## src/rtl/qs_pkg.sv

```systemverilog
// Shared types for the quicksort bank scheduler: per-bank lifecycle state and
// index/count widths. The width localparams here set the port types of the scheduler.
package qs_pkg;

   localparam int QS_BANK_N = 2;
   localparam int QS_N      = 16;
   localparam int BANK_W    = (QS_BANK_N > 1) ? $clog2(QS_BANK_N) : 1;
   localparam int N_W       = $clog2(QS_N + 1);

   typedef logic [BANK_W-1:0] bank_n_t;
   typedef logic [N_W-1:0]    n_t;

   typedef enum logic [2:0] {
      BANK_IDLE      = 3'd0,
      BANK_LOADING   = 3'd1,
      BANK_READY     = 3'd2,
      BANK_SORTING   = 3'd3,
      BANK_SORTED    = 3'd4,
      BANK_UNLOADING = 3'd5
   } bank_status_t;

   typedef struct packed {
      bank_status_t status;
      n_t           n;
      logic         error;
   } bank_state_t;

   localparam bank_state_t BANK_STATE_RST = '{status: BANK_IDLE, n: '0, error: 1'b0};

   // Ring increment for a pointer over lim banks.
   function automatic bank_n_t bank_inc(bank_n_t p, int unsigned lim);
      return (int'(p) == int'(lim) - 1) ? '0 : p + bank_n_t'(1);
   endfunction

endpackage

```

## src/rtl/qs_bank_slot.sv

```systemverilog
// One bank's lifecycle register. The scheduler only raises events that are legal
// for the current status, so at most one event hits a slot in any cycle.
module qs_bank_slot
   import qs_pkg::*;
(
   input  logic        clk,
   input  logic        rst,
   input  logic        enq_gnt_i,
   input  logic        enq_done_i,
   input  n_t          enq_n_i,
   input  logic        enq_error_i,
   input  logic        sort_start_i,
   input  logic        sort_skip_i,
   input  logic        sort_done_i,
   input  logic        deq_gnt_i,
   input  logic        deq_done_i,
   output bank_state_t state_o
);

   bank_state_t state_q, state_d;

   always_comb begin
      state_d = state_q;
      if (enq_gnt_i) begin
         state_d.status = BANK_LOADING;
      end else if (enq_done_i) begin
         state_d.status = BANK_READY;
         state_d.n      = enq_n_i;
         state_d.error  = enq_error_i;
      end else if (sort_start_i) begin
         state_d.status = BANK_SORTING;
      end else if (sort_skip_i || sort_done_i) begin
         state_d.status = BANK_SORTED;
      end else if (deq_gnt_i) begin
         state_d.status = BANK_UNLOADING;
      end else if (deq_done_i) begin
         state_d = BANK_STATE_RST;
      end
   end

   always_ff @(posedge clk) begin
      if (rst) state_q <= BANK_STATE_RST;
      else     state_q <= state_d;
   end

   assign state_o = state_q;

endmodule

```

## src/rtl/qs_bank_sched.sv

```systemverilog
// Rotates BANK_N sort banks through load -> sort -> unload in strict ring order,
// arbitrating between the enqueue, sort and dequeue engines.
module qs_bank_sched
   import qs_pkg::*;
#(
   parameter int BANK_N = QS_BANK_N,
   parameter int N      = QS_N
) (
   input  logic                     clk,
   input  logic                     rst,
   input  logic                     enq_req,
   output logic                     enq_gnt,
   output bank_n_t                  enq_bank,
   input  logic                     enq_done,
   input  n_t                       enq_n,
   input  logic                     enq_error,
   output logic                     sort_start,
   output bank_n_t                  sort_bank,
   input  logic                     sort_done,
   input  logic                     deq_req,
   output logic                     deq_gnt,
   output bank_n_t                  deq_bank,
   output n_t                       deq_n,
   input  logic                     deq_done,
   output bank_state_t [BANK_N-1:0] bank_state_o,
   output logic                     proto_err
);

   bank_state_t [BANK_N-1:0] st;
   logic [BANK_N-1:0] ev_enq_gnt, ev_enq_done, ev_sort_start, ev_sort_skip;
   logic [BANK_N-1:0] ev_sort_done, ev_deq_gnt, ev_deq_done;

   bank_n_t enq_ptr_q, enq_ptr_d, enq_cpl_q, enq_cpl_d;
   bank_n_t sort_ptr_q, sort_ptr_d, sort_bank_q, sort_bank_d;
   bank_n_t deq_ptr_q, deq_ptr_d, deq_cpl_q, deq_cpl_d;
   logic    sort_busy_q, sort_busy_d, proto_err_q, proto_err_d;

   logic enq_ok, sort_ok, deq_ok, sort_rdy, sort_skip;
   n_t   enq_n_c;

   // Completion pointers track the oldest LOADING / UNLOADING bank, which is
   // ptr-1 whenever only one transfer is in flight.
   always_comb begin
      enq_gnt    = !rst && enq_req && (st[enq_ptr_q].status == BANK_IDLE);
      enq_bank   = enq_ptr_q;
      sort_rdy   = !rst && !sort_busy_q && (st[sort_ptr_q].status == BANK_READY);
      sort_skip  = sort_rdy && ((st[sort_ptr_q].n == '0) || st[sort_ptr_q].error);
      sort_start = sort_rdy && !sort_skip;
      sort_bank  = sort_ptr_q;
      deq_gnt    = !rst && deq_req && (st[deq_ptr_q].status == BANK_SORTED);
      deq_bank   = deq_ptr_q;
      deq_n      = st[deq_ptr_q].n;
      enq_ok     = enq_done && (st[enq_cpl_q].status == BANK_LOADING);
      sort_ok    = sort_done && sort_busy_q && (st[sort_bank_q].status == BANK_SORTING);
      deq_ok     = deq_done && (st[deq_cpl_q].status == BANK_UNLOADING);
      enq_n_c    = (enq_n > n_t'(N)) ? n_t'(N) : enq_n;
   end

   always_comb begin
      ev_enq_gnt    = '0;
      ev_enq_done   = '0;
      ev_sort_start = '0;
      ev_sort_skip  = '0;
      ev_sort_done  = '0;
      ev_deq_gnt    = '0;
      ev_deq_done   = '0;
      if (enq_gnt)    ev_enq_gnt[enq_ptr_q]     = 1'b1;
      if (enq_ok)     ev_enq_done[enq_cpl_q]    = 1'b1;
      if (sort_start) ev_sort_start[sort_ptr_q] = 1'b1;
      if (sort_skip)  ev_sort_skip[sort_ptr_q]  = 1'b1;
      if (sort_ok)    ev_sort_done[sort_bank_q] = 1'b1;
      if (deq_gnt)    ev_deq_gnt[deq_ptr_q]     = 1'b1;
      if (deq_ok)     ev_deq_done[deq_cpl_q]    = 1'b1;
   end

   always_comb begin
      enq_ptr_d   = enq_gnt  ? bank_inc(enq_ptr_q, BANK_N)  : enq_ptr_q;
      enq_cpl_d   = enq_ok   ? bank_inc(enq_cpl_q, BANK_N)  : enq_cpl_q;
      sort_ptr_d  = sort_rdy ? bank_inc(sort_ptr_q, BANK_N) : sort_ptr_q;
      deq_ptr_d   = deq_gnt  ? bank_inc(deq_ptr_q, BANK_N)  : deq_ptr_q;
      deq_cpl_d   = deq_ok   ? bank_inc(deq_cpl_q, BANK_N)  : deq_cpl_q;
      sort_bank_d = sort_start ? sort_ptr_q : sort_bank_q;
      sort_busy_d = sort_busy_q;
      if (sort_start)   sort_busy_d = 1'b1;
      else if (sort_ok) sort_busy_d = 1'b0;
      proto_err_d = proto_err_q | (enq_done && !enq_ok) | (sort_done && !sort_ok)
                  | (deq_done && !deq_ok);
   end

   always_ff @(posedge clk) begin
      if (rst) begin
         enq_ptr_q   <= '0;
         enq_cpl_q   <= '0;
         sort_ptr_q  <= '0;
         sort_bank_q <= '0;
         deq_ptr_q   <= '0;
         deq_cpl_q   <= '0;
         sort_busy_q <= 1'b0;
         proto_err_q <= 1'b0;
      end else begin
         enq_ptr_q   <= enq_ptr_d;
         enq_cpl_q   <= enq_cpl_d;
         sort_ptr_q  <= sort_ptr_d;
         sort_bank_q <= sort_bank_d;
         deq_ptr_q   <= deq_ptr_d;
         deq_cpl_q   <= deq_cpl_d;
         sort_busy_q <= sort_busy_d;
         proto_err_q <= proto_err_d;
      end
   end

   for (genvar b = 0; b < BANK_N; b++) begin : g_slot
      qs_bank_slot u_slot (
         .clk          (clk),
         .rst          (rst),
         .enq_gnt_i    (ev_enq_gnt[b]),
         .enq_done_i   (ev_enq_done[b]),
         .enq_n_i      (enq_n_c),
         .enq_error_i  (enq_error),
         .sort_start_i (ev_sort_start[b]),
         .sort_skip_i  (ev_sort_skip[b]),
         .sort_done_i  (ev_sort_done[b]),
         .deq_gnt_i    (ev_deq_gnt[b]),
         .deq_done_i   (ev_deq_done[b]),
         .state_o      (st[b])
      );
   end

   assign bank_state_o = st;
   assign proto_err    = proto_err_q;

endmodule

```

## config.mk

```make
export PLATFORM = sky130hd
export DESIGN_NAME = qs_bank_sched
export DESIGN_NICKNAME = d
export VERILOG_FILES = /design/src/rtl/qs_pkg.sv /design/src/rtl/qs_bank_slot.sv /design/src/rtl/qs_bank_sched.sv
export SDC_FILE = /design/constraint.sdc
export NUM_CORES = 1
export LEC_CHECK = 0
export ABC_AREA = 1
export BUFFER_PORTS_ARGS = -buffer_cell sky130_fd_sc_hd__buf_2
export CAP_MARGIN = 25
export CORE_MARGIN = 2
export CORE_UTILIZATION = 40
export DETAILED_ROUTE_END_ITERATION = 7
export HOLD_SLACK_MARGIN = 0.12
export PLACE_DENSITY_LB_ADDON = 0.05
export REMOVE_ABC_BUFFERS = 1
export SYNTH_ARGS = -nofsm -noshare
export SYNTH_HDL_FRONTEND = slang
export SYNTH_SLANG_ARGS = --single-unit
```

## constraint.sdc

```tcl
create_clock -name clk -period 1.37 [get_ports clk]
set_input_delay 0.2055 -clock clk [delete_from_list [all_inputs] [get_ports clk]]
set_output_delay 0.2055 -clock clk [all_outputs]
set_load 0.01 [all_outputs]
```

==> flow_metrics.tcl <==
set metrics [dict create \
    status "finished with violations" \
    violations "negative setup slack" \
    slowest_stage "dfxtp_2" \
    grt_pass1_wl_um 7107 \
    synthDistinctLibCells 25 \
    ys_async_sr_fraction 0 \
    nets 319 \
    area_growth_pct 47.62 \
    syn-cell-area_um2 1421 \
    initial_core_util 0.4226 \
    antenna_found_initial 0 \
    cts-root-buf "clkbuf_4" \
    die_x_um 63.61 \
    postSynthAreaPerCell_um2 6.345 \
    ys_warn_count 0 \
    synth_top_cell_by_area "dfxtp_1" \
    grt_use_met3 0.04821 \
    synth_common_cells "69 x nand2_1, 28 x nor2_1, 26 x dfxtp_1" \
    grtUsageMet1 0.2577 \
    final_util 0.6239 \
    yosysTopAreaCellShare 0.3662 \
    ios 43 \
    ys_seq_area_frac 0.3662 \
    cts_tree "yes" \
    drc 0 \
    clk_pin_slew_ns 0.15 \
    antenna_cells 0 \
    p_leak_nw 1.080 \
    die_h_um 63.61 \
    synth.area.mux_share 0 \
    dp_hpwl_um 3362 \
    cts.sinks 26 \
    rows 21 \
    place.gp.congestion 0.8078 \
    synth_edf_count 0 \
    worstPathRequired_ns 1.16 \
    clk_latency_ns 0.33 \
    grt_usage 0.2200 \
    synth_area_leaders "dfxtp_1 37%, nand2_1 18%, nor2_1 7.4%, a21oi_1 6.7%, nand3_1 6.3%" \
    cp-start-kind "flop" \
    routed_wl_um 4344 \
    hp-class "input port to flop" \
    setup_viol 7 \
    synth-adder-area-share 0 \
    arrival_ns 1.42 \
    synth_compound_area_frac 0.1224 \
    slew_headroom 0.8146 \
    core_um2 3363 \
    criticalPathCategory "flop to primary output" \
    grt_overflow 0 \
    syn_inst 224 \
    vias 1705 \
    final-hold-violation-count 0 \
    crit_family "buffers and inverters" \
    setup_ws_ns -0.2546 \
    htreeDepth 1 \
    power_density_nw_per_um2 698.4 \
    drtIter0Drc 54 \
    hold_slack_ns 0.1426 \
    rsz0062_at_grt "true" \
    synth_top_family_by_area "simple AND/OR/NAND/NOR gates" \
    grt_pass1_vias 1601 \
    vias_per_cell 4.858 \
    fin_crit_ns 1.625 \
    fmax_mhz 615.6 \
    top_usage_layer "met2" \
    tns_ns -1.011 \
    numCtsBuffers 3 \
    synth_ff_type "dfxtp_1" \
    crit_chain "buf_4 -> inv_2 -> buf_4 -> nand3_1 -> o21ai_1 -> nand3_2 -> inv_1 -> buf_2" \
    gr-usage-met2 0.4171 \
    tightest_slew_ns 0.2738 \
    port_buffers 42 \
    wl_per_cell_um 12.38 \
    crit_path_frequent_cell "buf_4" \
    synth_xor_area_frac 0 \
    post-place-ws_ns 0.001140 \
    maxSlewViolCount 0 \
    drive_above_1_share 0.4197 \
    r2r_setup_slack_ns -0.10 \
    dr.pass1.iters 4 \
    crit_fanout 3 \
    cap_violations 0 \
    slowest_delay_ns 0.37 \
    clock_path_buffers 2 \
    final.setup_skew_ns 0.007109 \
    grt_max_degree 15 \
    synth.most_common_cell "nand2_1" \
    cts_hold_buf 0 \
    worstSetupEndpointType "primary output" \
    crit_buf_inv 5 \
    die_area_um2 4046 \
    vdd_drop_max_v 0.0005279 \
    synth_simple_gate_area_frac 0.4217 \
    fin_crit_sh 1.186 \
    ant_nets 0 \
    ys_seq_elements 26 \
]
-- path summary, 6_finish.rpt --
path,to,start,cells past startpoint
max reg2reg,g_slot[1].u_slot.state_o[6],g_slot[1].u_slot.state_o[7],11
min reg2reg,g_slot[0].u_slot.state_o[0],g_slot[0].u_slot.state_o[0],2
max,enq_gnt,g_slot[1].u_slot.state_o[7],8
min,g_slot[0].u_slot.state_o[0],enq_error,3
-- worst reg2reg max path, cell delays in order (launching register included) --
cell and delay, ns:
dfxtp_2 0.37, buf_4 0.13, inv_2 0.05, buf_4 0.09
nand3_1 0.08, o21ai_1 0.10, nand3_2 0.11, buf_4 0.15
nor2_1 0.12, nor2_1 0.07, nand3_1 0.07, a21oi_2 0.05
-- cell families (layout without fill, tap and decap cells) --
group	count (synthesis)	in the layout
AND/OR/NAND/NOR	136	136
AO/OA/AOI/OAI	31	31
buffers and inverters	31	112
flip-flops	26	26
-- registers in the layout (all words and copies together) (netlist names) --
| signal | count |
|---|---|
| g_slot.u_slot.state_o | 18 |
| sort_bank | 1 |
| enq_cpl_q | 1 |
| deq_bank | 1 |
| sort_bank_q | 1 |
| sort_busy_q | 1 |
| deq_cpl_q | 1 |
| proto_err | 1 |
| enq_bank | 1 |
-- per-layer routing --
metal / vias to the layer above / wire (um)
li1: 876 / -
met5: - / 0
met2: 40 / 2266
met4: 0 / 14
met1: 787 / 1851
met3: 2 / 211
-- repair_timing --
| item | CTS | global route |
|---|---|---|
| resized for setup | 19 | 26 |
| cloned | 0 | 0 |
| buffers inserted | 3 | 6 |
| endpoints found under the setup margin | 4 | 21 |
| pin swaps | 5 | 7 |
-- power breakdown --
group          internal (mW)  total (mW)  switching [mW]
sequential             0.769       0.787          0.0185
clock                  0.163       0.400           0.237
combinational          0.122       0.278           0.156
-- metrics by stage --
stage	power (mW)	instance area, um2	std cells
detailed placement	1.053	1892	339
finish	1.465	2098	351
global placement	1.053	1892	339
floorplan	0.9253	1399	221
global route	1.543	2098	351
CTS	1.457	1994	346
-- layout make-up --
cell class	count	area, um2
flip-flops and latches	26	546.8
fillers	373	1265
inverters	28	108.9
repair buffers	80	514.2
clock buffers	4	36.28
multi-input cells	167	834.6
well taps	46	57.56
-- cell usage in the layout, fill, tap and decap left out, drive strengths merged --
cell type,n
nand3b,1
nor3,5
dfxtp,26
buf,80
clkinvlp,1
nand2,74
or2,1
nand4,5
inv,26
clkbuf,4
clkinv,1
nor2,31
o311ai,1
nand3,19
a21oi,21
o21ai,5
o21a,2
a31oi,2
Power figures use the tool's default switching activity.
